**src/rtl/btn_script_player_if.sv**
```systemverilog
// Control, programming and button-drive signals of btn_script_player.
// master = controller/bench side, slave = the player.
interface btn_script_player_if #(
  parameter int N_CH   = 3,
  parameter int DUR_W  = 16,
  parameter int ADDR_W = 4
);
  logic              start;
  logic              stop;
  logic              loop_en;
  logic              wr_en;
  logic [ADDR_W-1:0] wr_addr;
  logic [N_CH-1:0]   wr_mask;
  logic [DUR_W-1:0]  wr_dur;
  logic [N_CH-1:0]   live_btn;
  logic [N_CH-1:0]   btn_out;
  logic              busy;
  logic              done;
  logic [ADDR_W-1:0] step_idx;

  modport master (
    output start, stop, loop_en, wr_en, wr_addr, wr_mask, wr_dur, live_btn,
    input  btn_out, busy, done, step_idx
  );

  modport slave (
    input  start, stop, loop_en, wr_en, wr_addr, wr_mask, wr_dur, live_btn,
    output btn_out, busy, done, step_idx
  );
endinterface

```
**src/rtl/btn_script_player.sv**
```systemverilog
// Replays a programmable list of (button mask, hold ticks) entries onto N_CH button lines.
// Optional feature macro SCRIPT_LIVE_OR_EN: OR synchronized live buttons into btn_out.
module btn_script_player #(
  parameter int N_CH     = 3,
  parameter int DEPTH    = 16,
  parameter int DUR_W    = 16,
  parameter int TICK_DIV = 1
) (
  input logic                 sys_clk,
  input logic                 sys_rst_n,
  btn_script_player_if.slave  bus
);
  localparam int ADDR_W = $clog2(DEPTH);
  localparam int PRE_W  = (TICK_DIV > 1) ? $clog2(TICK_DIV) : 1;

  localparam logic [ADDR_W-1:0] IDX_ZERO = {ADDR_W{1'b0}};
  localparam logic [ADDR_W-1:0] IDX_ONE  = ADDR_W'(1'b1);
  localparam logic [ADDR_W-1:0] IDX_LAST = ADDR_W'(DEPTH - 1);
  localparam logic [DUR_W-1:0]  DUR_ZERO = {DUR_W{1'b0}};
  localparam logic [DUR_W-1:0]  CNT_ONE  = DUR_W'(1'b1);
  localparam logic [PRE_W-1:0]  PRE_ZERO = {PRE_W{1'b0}};
  localparam logic [PRE_W-1:0]  PRE_ONE  = PRE_W'(1'b1);
  localparam logic [PRE_W-1:0]  PRE_LAST = PRE_W'(TICK_DIV - 1);
  localparam logic [N_CH-1:0]   MASK_ZERO = {N_CH{1'b0}};

  typedef enum logic [0:0] {
    ST_IDLE = 1'b0,
    ST_HOLD = 1'b1
  } state_t;

  logic [N_CH-1:0]   mem_mask_r [DEPTH];
  logic [DUR_W-1:0]  mem_dur_r  [DEPTH];

  state_t            state_r, state_s;
  logic [ADDR_W-1:0] idx_r, idx_s;
  logic [DUR_W-1:0]  cnt_r, cnt_s;
  logic [PRE_W-1:0]  pre_r, pre_s;
  logic [N_CH-1:0]   btn_r, btn_s;
  logic              busy_r;
  logic              done_r, done_s;
  logic              ld_s;
  logic [ADDR_W-1:0] ld_idx_s;
  logic [ADDR_W-1:0] nxt_idx_s;
  logic              tick_s;

  // Script storage: cleared on reset, written whenever wr_en is high.
  always_ff @(posedge sys_clk or negedge sys_rst_n) begin
    if (!sys_rst_n) begin
      for (int i = 0; i < DEPTH; i++) begin
        mem_mask_r[i] <= MASK_ZERO;
        mem_dur_r[i]  <= DUR_ZERO;
      end
    end else if (bus.wr_en) begin
      mem_mask_r[bus.wr_addr] <= bus.wr_mask;
      mem_dur_r[bus.wr_addr]  <= bus.wr_dur;
    end
  end

  // Next-state logic; an entry load latches its mask and duration so later writes don't disturb it.
  always_comb begin
    state_s   = state_r;
    idx_s     = idx_r;
    cnt_s     = cnt_r;
    pre_s     = pre_r;
    btn_s     = btn_r;
    done_s    = 1'b0;
    ld_s      = 1'b0;
    ld_idx_s  = IDX_ZERO;
    nxt_idx_s = idx_r + IDX_ONE;
    tick_s    = (pre_r == PRE_LAST);

    if (bus.stop) begin
      state_s = ST_IDLE;
      idx_s   = IDX_ZERO;
      cnt_s   = DUR_ZERO;
      pre_s   = PRE_ZERO;
      btn_s   = MASK_ZERO;
    end else begin
      case (state_r)
        ST_IDLE: begin
          if (bus.start) begin
            if (mem_dur_r[IDX_ZERO] != DUR_ZERO) begin
              ld_s = 1'b1;
            end else begin
              done_s = 1'b1;
            end
          end else begin
            done_s = 1'b0;
          end
        end
        ST_HOLD: begin
          if (!tick_s) begin
            pre_s = pre_r + PRE_ONE;
          end else if (cnt_r != CNT_ONE) begin
            pre_s = PRE_ZERO;
            cnt_s = cnt_r - CNT_ONE;
          end else if ((idx_r != IDX_LAST) && (mem_dur_r[nxt_idx_s] != DUR_ZERO)) begin
            ld_s     = 1'b1;
            ld_idx_s = nxt_idx_s;
          end else if (bus.loop_en && (mem_dur_r[IDX_ZERO] != DUR_ZERO)) begin
            ld_s = 1'b1;
          end else begin
            // End of script; a looping run with an emptied entry 0 just stops quietly.
            state_s = ST_IDLE;
            idx_s   = IDX_ZERO;
            cnt_s   = DUR_ZERO;
            pre_s   = PRE_ZERO;
            btn_s   = MASK_ZERO;
            done_s  = ~bus.loop_en;
          end
        end
        default: begin
          state_s = ST_IDLE;
          idx_s   = IDX_ZERO;
          cnt_s   = DUR_ZERO;
          pre_s   = PRE_ZERO;
          btn_s   = MASK_ZERO;
        end
      endcase
    end

    if (ld_s) begin
      state_s = ST_HOLD;
      idx_s   = ld_idx_s;
      cnt_s   = mem_dur_r[ld_idx_s];
      pre_s   = PRE_ZERO;
      btn_s   = mem_mask_r[ld_idx_s];
    end else begin
      ld_idx_s = ld_idx_s;
    end
  end

  // Player state and registered outputs.
  always_ff @(posedge sys_clk or negedge sys_rst_n) begin
    if (!sys_rst_n) begin
      state_r <= ST_IDLE;
      idx_r   <= IDX_ZERO;
      cnt_r   <= DUR_ZERO;
      pre_r   <= PRE_ZERO;
      btn_r   <= MASK_ZERO;
      busy_r  <= 1'b0;
      done_r  <= 1'b0;
    end else begin
      state_r <= state_s;
      idx_r   <= idx_s;
      cnt_r   <= cnt_s;
      pre_r   <= pre_s;
      btn_r   <= btn_s;
      busy_r  <= (state_s == ST_HOLD);
      done_r  <= done_s;
    end
  end

  assign bus.busy     = busy_r;
  assign bus.done     = done_r;
  assign bus.step_idx = idx_r;

`ifdef SCRIPT_LIVE_OR_EN
  logic [1:0][N_CH-1:0] live_sync_r;

  // Two-flop synchronizer for the asynchronous physical buttons.
  always_ff @(posedge sys_clk or negedge sys_rst_n) begin
    if (!sys_rst_n) begin
      live_sync_r <= {2{MASK_ZERO}};
    end else begin
      live_sync_r <= {live_sync_r[0], bus.live_btn};
    end
  end

  assign bus.btn_out = btn_r | live_sync_r[1];
`else
  logic [N_CH-1:0] unused_live_s;
  assign unused_live_s = bus.live_btn;
  assign bus.btn_out   = btn_r;
`endif
endmodule

```
**src/flat_wrapper.sv**
```systemverilog
// flat-port wrapper written by rule: the top's interface ports become plain ports
module btn_script_player_flat 
#(
  parameter int N_CH     = 3,
  parameter int DEPTH    = 16,
  parameter int DUR_W    = 16,
  parameter int TICK_DIV = 1
)
  (sys_clk, sys_rst_n, bus_start, bus_stop, bus_loop_en, bus_wr_en, bus_wr_addr, bus_wr_mask, bus_wr_dur, bus_live_btn, bus_btn_out, bus_busy, bus_done, bus_step_idx);
  btn_script_player_if #(.N_CH(N_CH), .DUR_W(DUR_W), .ADDR_W(4)) bus_i ();
  input logic sys_clk;
  input logic sys_rst_n;
  input wire logic [$bits(bus_i.start)-1:0] bus_start;
  input wire logic [$bits(bus_i.stop)-1:0] bus_stop;
  input wire logic [$bits(bus_i.loop_en)-1:0] bus_loop_en;
  input wire logic [$bits(bus_i.wr_en)-1:0] bus_wr_en;
  input wire logic [$bits(bus_i.wr_addr)-1:0] bus_wr_addr;
  input wire logic [$bits(bus_i.wr_mask)-1:0] bus_wr_mask;
  input wire logic [$bits(bus_i.wr_dur)-1:0] bus_wr_dur;
  input wire logic [$bits(bus_i.live_btn)-1:0] bus_live_btn;
  output wire logic [$bits(bus_i.btn_out)-1:0] bus_btn_out;
  output wire logic [$bits(bus_i.busy)-1:0] bus_busy;
  output wire logic [$bits(bus_i.done)-1:0] bus_done;
  output wire logic [$bits(bus_i.step_idx)-1:0] bus_step_idx;
  assign bus_i.start = bus_start;
  assign bus_i.stop = bus_stop;
  assign bus_i.loop_en = bus_loop_en;
  assign bus_i.wr_en = bus_wr_en;
  assign bus_i.wr_addr = bus_wr_addr;
  assign bus_i.wr_mask = bus_wr_mask;
  assign bus_i.wr_dur = bus_wr_dur;
  assign bus_i.live_btn = bus_live_btn;
  assign bus_btn_out = bus_i.btn_out;
  assign bus_busy = bus_i.busy;
  assign bus_done = bus_i.done;
  assign bus_step_idx = bus_i.step_idx;
  btn_script_player #(.N_CH(N_CH), .DEPTH(DEPTH), .DUR_W(DUR_W), .TICK_DIV(TICK_DIV)) u_core (.sys_clk(sys_clk), .sys_rst_n(sys_rst_n), .bus(bus_i));
endmodule
```
**config.mk**
```make
export PLATFORM = sky130hd
export DESIGN_NAME = btn_script_player_flat
export DESIGN_NICKNAME = d
export VERILOG_FILES = /design/src/rtl/btn_script_player_if.sv /design/src/rtl/btn_script_player.sv /design/src/flat_wrapper.sv
export SDC_FILE = /design/constraint.sdc
export NUM_CORES = 1
export LEC_CHECK = 0
export ABC_AREA = 1
export ABC_CLOCK_PERIOD_IN_PS = 3600
export CAP_MARGIN = 20
export CORE_ASPECT_RATIO = 0.7
export CORE_MARGIN = 2
export CORE_UTILIZATION = 30
export CTS_CLUSTER_SIZE = 8
export DETAILED_ROUTE_END_ITERATION = 10
export GPL_TIMING_DRIVEN = 0
export PLACE_DENSITY = 0.43
export SYNTH_ARGS = -nofsm -noshare
export SYNTH_HDL_FRONTEND = slang
export SYNTH_SLANG_ARGS = --single-unit
export TNS_END_PERCENT = 20
```
**constraint.sdc**
```tcl
create_clock -name sys_clk -period 3.6 [get_ports sys_clk]
set_clock_uncertainty 0.15 [all_clocks]
set_input_delay 0.72 -clock sys_clk [delete_from_list [all_inputs] [get_ports sys_clk]]
set_output_delay 0.72 -clock sys_clk [all_outputs]
set_load 0.01 [all_outputs]
```
==> flow_metrics.tcl, run 1 <==
set metrics [dict create \
    fillerInstances 6479 \
    area_growth_pct 26.8 \
    crit_path_max_fanout 10 \
    grt_overflow_total 0 \
    numCtsBuffers 47 \
    final_cell_mix "nand2_1, dfrtp_1, o21ai_0" \
    finalMaxSlewViolations 0 \
    drc_errors 0 \
    rsz0062_at_grt "true" \
    multi_input_area_um2 9530 \
    cp.arrival_ns 4.19 \
    vias 20800 \
    rrSetupSlack_ns -0.22 \
    path_common_cell "buf_12" \
    postLayoutCoreUtil_pct 38.6 \
    coreArea_um2 61700 \
    cp-startpoint "u_core.bus.step_idx[0]$_DFFE_PN0P_" \
    pre_cts_slack_ns -1.91 \
    ys_seq_area_share_pct 43.8 \
    worstMarginPinSlew_ns 1.21 \
    swShare_pct 37.0 \
    setup_slack_ns -0.215 \
    clk_latency_ns 0.60 \
    rr_endpoint "u_core.cnt_r[10]$_DFFE_PN0P_" \
    placed_cell_area_um2 20200 \
    io_buffers 30 \
    status "complete, but fails checks" \
    yosysWarnings 0 \
    postSynthAreaPerCell_um2 7.02 \
    hold_violations 0 \
    synth_flop_cell "dfrtp_1" \
    num_rows 76 \
    ir_drop_mv 0.272 \
    postLayoutCellArea_um2 23800 \
    nets 2851 \
    min_path_type "reg -> reg" \
    place_inst 3529 \
    fmaxAchievable_mhz 262 \
    wl_per_cell_um 31.9 \
    cts_root_buf "clkbuf_16" \
    start_kind "register" \
    globalplace.congestion 1.01 \
    via_per_inst 5.72 \
    async_flop_share_pct 100 \
    critical_path.top_delay_family "simple AND/OR/NAND/NOR gates" \
    crit_required_ns 3.97 \
    path_clk_slew_ns 0.05 \
    grt_antenna_before_repair 8 \
    critPathKind "reg -> reg" \
    drv_cap 0 \
    cts_tree "done" \
    failed_checks "negative setup slack" \
    syn_inst 2674 \
    clockBufferDepth 3 \
    post-route-min-period_ns 3.82 \
    power.switching_mw 4.60 \
    layout_commonest_cell "nand2_1" \
    synth_edf_count 0 \
    gr-usage-all-layers_pct 35.9 \
    syn_nets 2709 \
    cts_htree_levels 2 \
    worstPathCellList "ha_4 > buf_12 > buf_12 > nor2_1 > nand3_2 > nand3_1 > nand3_1 > nor2_2 > nand3_2 > nand2_4 > nand2_2 > nand4_1 > buf_6 > buf_12 > buf_12 > buf_8 > nand2_1 > o21ai_1 > nand2_1 > nand3_1 > nand3_4 > nand3_2 > nand2_1 > inv_1" \
    grt_pass1_vias 19600 \
    drt_first_iter_violations 2908 \
    p_comb_share_pct 24.7 \
    crit_buf_inv 7 \
    seq_power_share_pct 42.2 \
    io_pins 41 \
    grt_pass1_wl_um 159000 \
    cp_num_cells 24 \
    wl_um 116000 \
    p_int_mw 7.85 \
    clock_power_share_pct 33.2 \
    first_pass_iters 6 \
    synth_area_um2 18800 \
    die_h_um 213 \
    seq_area_um2 8240 \
    cp-end-kind "register" \
    yosysUniqueCellTypes 35 \
    power_density_nw_per_um2 523 \
    power_leakage_nw 11.2 \
    final_layout_size_suffix_gt1_share_pct 13.1 \
    dieWidth_um 303 \
    postRouteAntennaNets 0 \
    setup_violations 21 \
    finalNonFillerCells 3640 \
    whs_ns 0.333 \
    worst_path_max_delay_cell "dfrtp_2" \
    hpwl_um 84600 \
    r2r-start "u_core.bus.step_idx[0]$_DFFE_PN0P_" \
    start_util_pct 30.4 \
    ys_ff_latch 329 \
    r2r_cells 24 \
    fin_crit_sh_pct 106 \
    relSlewSlack_pct 19.5 \
    max_stage_delay_ns 0.45 \
    critPathCapture "u_core.cnt_r[10]$_DFFE_PN0P_" \
    cts_sinks 329 \
    grt_max_degree 109 \
    dieArea_um2 64600 \
]
## power groups by stage
stage | Clock, mW | Sequential (mW) | Combinational (mW)
2_1_floorplan | 0 | 4.96 | 1.80
3_3_place_gp | 0 | 5.25 | 2.73
3_5_place_dp | 0 | 5.24 | 2.78
4_1_cts | 4.19 | 5.20 | 2.94
5_1_grt | 4.31 | 5.31 | 3.40
6_report | 4.13 | 5.25 | 3.07
## worst min path at each step
stage	start	endpoint	slack, ns	cells past startpoint
global placement	u_core.mem_mask_r[36]$_DFFE_PN0P_	u_core.mem_mask_r[36]$_DFFE_PN0P_	0.32	2
detailed placement	u_core.mem_mask_r[11]$_DFFE_PN0P_	u_core.mem_mask_r[11]$_DFFE_PN0P_	0.32	2
floorplan	sys_rst_n	u_core.bus.btn_out[0]$_DFFE_PN0P_	0.27	0
global route	u_core.mem_mask_r[11]$_DFFE_PN0P_	u_core.mem_mask_r[11]$_DFFE_PN0P_	0.36	2
finish	u_core.mem_mask_r[37]$_DFFE_PN0P_	u_core.mem_mask_r[37]$_DFFE_PN0P_	0.33	2
CTS	u_core.mem_mask_r[11]$_DFFE_PN0P_	u_core.mem_mask_r[11]$_DFFE_PN0P_	0.34	2
## kinds of logic (layout without fill, tap and decap cells)
| group | after synthesis | count (layout) | share of synthesized area (%) |
|---|---|---|---|
| multiplexers | 1 | 1 | 0.0533 |
| adder cells (fa/ha/maj) | 3 | 3 | 0.200 |
| AO/OA/AOI/OAI | 536 | 536 | 15.7 |
| XOR/XNOR | 16 | 16 | 0.746 |
| other | 0 | 3 | 0 |
| buffers and inverters | 477 | 621 | 10.3 |
| flip-flops | 329 | 329 | 43.8 |
| AND/OR/NAND/NOR | 1312 | 1312 | 29.1 |
## per-stage QoR
step,total power [mW],setup TNS [ns]
after floorplan,6.76,0
after global placement,7.98,-4702.25
after detailed placement,8.01,-50.21
after CTS,12.3,-0.693
after global routing,13.0,-3.60
final,12.5,-2.30
## worst min-delay path: cells and delay by family (launching register included)
kind / cells / cell delay, ns
flops: 1 / 0.34
compound gates: 1 / 0.06
simple gates: 1 / 0.05
## layer usage
layer / share of wire (%) / track usage [%] / vias up
met2: 38 / 48.0 / 1310
met3: 12 / 10.6 / 170
met5: 0 / 0 / -
met4: 2.9 / 10.4 / 0
met1: 47 / 54.6 / 10400
li1: - / - / 8941
## cell type report
type	instances	area share (%)
Antenna cell	3	0.0315
Buffer	183	6.50
Clock buffer	49	5.06
Clock inverter	2	0.0578
Inverter	292	4.67
Multi-Input combinational cell	1868	40.0
Sequential cell	329	34.6
Tap cell	819	4.30
Timing Repair Buffer	95	4.76
## synth_stat cells, types with 2 or more instances
cell      count  area share, %
nand2_4       2           0.12
nand2_2       3           0.10
nor2_4        2           0.12
nor3_2        2           0.11
nor2_2        2          0.067
buf_1         3          0.060
xnor2_1       3           0.14
clkbuf_2      3          0.080
inv_2        10           0.20
nand3_1     251            6.7
nor3_1       13           0.35
nand4_1      43            1.4
inv_1       282            5.6
nand3b_1      2          0.080
nand3_2       2           0.11
buf_2        66            1.8
xor2_1       13           0.61
nor2_1      182            3.6
o21ai_1      28           0.75
o21a_1        3           0.12
o21ai_0     327            8.7
nor4_1        8           0.27
buf_4        15           0.60
ha_1          3           0.20
a21oi_1      79            2.1
clkbuf_1     98            2.0
nand2_1     797             16
o211ai_1     97            3.9
dfrtp_1     329             44
## what timing repair did
item                                    CTS  global route
pin swaps                                33            31
endpoints found under the setup margin   25            23
cloned                                    6             2
hold buffers                              1             0
setup buffers                            42             9
gates resized for setup                 337            77
hold endpoints to repair                 15             0
## sequential cells by signal (all words and copies together) (netlist names)
| signal | cells |
|---|---|
| u_core.bus.step_idx | 4 |
| u_core.mem_mask_r | 48 |
| u_core.bus.btn_out | 3 |
| u_core.state_r | 1 |
| u_core.bus.done | 1 |
| u_core.cnt_r | 16 |
| u_core.mem_dur_r | 256 |
Note: power is estimated with default switching activity, not from simulation.
==> run 2: changes to the inputs <==
--- a/config.mk
+++ b/config.mk
@@ -11,7 +11,7 @@
 export CORE_ASPECT_RATIO = 0.7
 export CORE_MARGIN = 2
 export CORE_UTILIZATION = 30
-export CTS_CLUSTER_SIZE = 8
+export CTS_CLUSTER_SIZE = 28
 export DETAILED_ROUTE_END_ITERATION = 10
 export GPL_TIMING_DRIVEN = 0
 export PLACE_DENSITY = 0.43
==> flow_metrics.tcl, run 2 (same netlist as run 1, synthesis figures left out) <==
set metrics [dict create \
    grt_pass1_wl_um 158000 \
    postLayoutCellArea_um2 23700 \
    post-route-min-period_ns 3.89 \
    cp-startpoint "u_core.bus.step_idx[0]$_DFFE_PN0P_" \
    numCtsBuffers 40 \
    ir_drop_mv 0.374 \
    place_inst 3529 \
    start_util_pct 30.4 \
    min_path_type "reg -> reg" \
    finalMaxSlewViolations 0 \
    dieArea_um2 64600 \
    grt_antenna_before_repair 6 \
    cp.arrival_ns 4.22 \
    fin_crit_sh_pct 108 \
    dieWidth_um 303 \
    tns_ns -3.25 \
    cts_root_buf "clkbuf_16" \
    layout_commonest_cell "nand2_1" \
    cts_tree "done" \
    power_leakage_nw 11.2 \
    start_kind "register" \
    wl_um 116000 \
    gr-usage-all-layers_pct 35.8 \
    setup_slack_ns -0.285 \
    hold_path_startpoint "u_core.mem_dur_r[225]$_DFFE_PN0P_" \
    globalplace.congestion 1.01 \
    clockBufferDepth 3 \
    r2r-start "u_core.bus.step_idx[0]$_DFFE_PN0P_" \
    hold_violations 0 \
    die_h_um 213 \
    first_pass_iters 7 \
    worst_path_max_delay_cell "dfrtp_2" \
    num_rows 76 \
    grt_overflow_total 0 \
    cp_num_cells 21 \
    crit_path_max_fanout 7 \
    top_register "u_core.mem_dur_r" \
    drc_errors 0 \
    finalNonFillerCells 3649 \
    max_stage_delay_ns 0.47 \
    rr_endpoint "u_core.cnt_r[14]$_DFFE_PN0P_" \
    whs_ns 0.335 \
    crit_buf_inv 7 \
    status "complete, but fails checks" \
    final_cell_mix "nand2_1, dfrtp_1, o21ai_0" \
    critPathCapture "u_core.cnt_r[14]$_DFFE_PN0P_" \
    wl_per_cell_um 31.7 \
    fillerInstances 6496 \
    hpwl_um 84600 \
    area_growth_pct 26.4 \
    pre_cts_slack_ns -1.91 \
    critical_path.top_delay_family "simple AND/OR/NAND/NOR gates" \
    largest_register_ffs 256 \
    coreArea_um2 61700 \
    drt_first_iter_violations 3204 \
    grt_max_degree 109 \
    worstMarginPinSlew_ns 1.17 \
    setup_violations 22 \
    final_layout_size_suffix_gt1_share_pct 12.9 \
    vias 20800 \
    io_pins 41 \
    seq_area_um2 8240 \
    via_per_inst 5.71 \
    path_clk_slew_ns 0.07 \
    io_buffers 30 \
    worstPathCellList "ha_4 > clkinv_8 > buf_12 > bufbuf_16 > nand2_4 > o21ai_0 > nand2_1 > nand2_1 > nand3_2 > nand2_4 > nand2_4 > nand4_1 > buf_6 > buf_12 > buf_12 > o211ai_1 > nand3_2 > nand3_4 > nand3_2 > nand2_1 > inv_1" \
    rrSetupSlack_ns -0.29 \
    cts_htree_levels 2 \
    p_total_mw 12.5 \
    relSlewSlack_pct 22.3 \
    postRouteAntennaNets 0 \
    power_density_nw_per_um2 525 \
    cp-end-kind "register" \
    drv_cap 0 \
    failed_checks "negative setup slack" \
    reg_top3 "u_core.mem_dur_r (256), u_core.mem_mask_r (48), u_core.cnt_r (16)" \
    multi_input_area_um2 9510 \
    cts_sinks 329 \
    placed_cell_area_um2 20200 \
    r2r_cells 21 \
    fmaxAchievable_mhz 257 \
    critPathKind "reg -> reg" \
    crit_required_ns 3.93 \
    grt_pass1_vias 19500 \
    nets 2835 \
    clk_latency_ns 0.60 \
    postLayoutCoreUtil_pct 38.5 \
    rsz0062_at_grt "true" \
]
run 2: cell types whose count changed in the layout (fill, tap and decap cells not counted), sizes merged:
| cell | before | now |
|---|---|---|
| diode | 3 | 4 |
| bufinv | 0 | 1 |
| inv | 293 | 291 |
| clkbuf | 152 | 161 |
| clkinv | 1 | 8 |
| buf | 144 | 135 |
| clkinvlp | 0 | 2 |
run 2: where the power goes:
part	switching (mW)	internal, mW
Sequential	0.743	4.50
Clock	1.85	2.30
Combinational	2.05	1.02
Total	4.65	7.82
run 2: timing repair:
item                                   in CTS  in global routing
setup buffers                              40                  2
endpoints found under the hold margin      15                  0
gates cloned                                5                  3
setup endpoints to repair                  25                 23
resized for setup                         332                 80
pin swaps                                  39                 38
hold buffers                                1                  0
run 2: final cells by class:
cell class                 instances  area share, %
tap                              819           4.32
antenna                            4         0.0422
clock inverter                    10          0.369
sequential                       329           34.7
timing repair buffer              87           4.49
clock buffer                      58           4.89
buffer                           182           6.44
multi-input combinational       1868           40.1
inverter                         292           4.70
run 2: worst reg2reg max path, delay by kind of cell (launching register included):
family          cells  cell delay, ns
fa+ha+maj           1            0.39
flops               1            0.47
simple gates       11            1.17
buf+inv             7            1.04
compound gates      2            0.56
run 2: worst min path at each step:
stage | to | cells past startpoint
3_5_place_dp | u_core.mem_mask_r[11]$_DFFE_PN0P_ | 2
3_3_place_gp | u_core.mem_mask_r[36]$_DFFE_PN0P_ | 2
2_1_floorplan | u_core.bus.btn_out[0]$_DFFE_PN0P_ | 0
6_report | u_core.mem_dur_r[225]$_DFFE_PN0P_ | 2
5_1_grt | u_core.mem_mask_r[11]$_DFFE_PN0P_ | 2
4_1_cts | u_core.mem_mask_r[11]$_DFFE_PN0P_ | 2
run 2: routing by layer:
| layer | global-route usage [%] | part of all wire, % | wire length (um) |
|---|---|---|---|
| met1 | 54.6 | 46 | 53800 |
| met4 | 11.3 | 3.6 | 4170 |
| met2 | 47.6 | 38 | 43800 |
| met5 | 0 | 0.012 | 14 |
| met3 | 10.3 | 12 | 14000 |
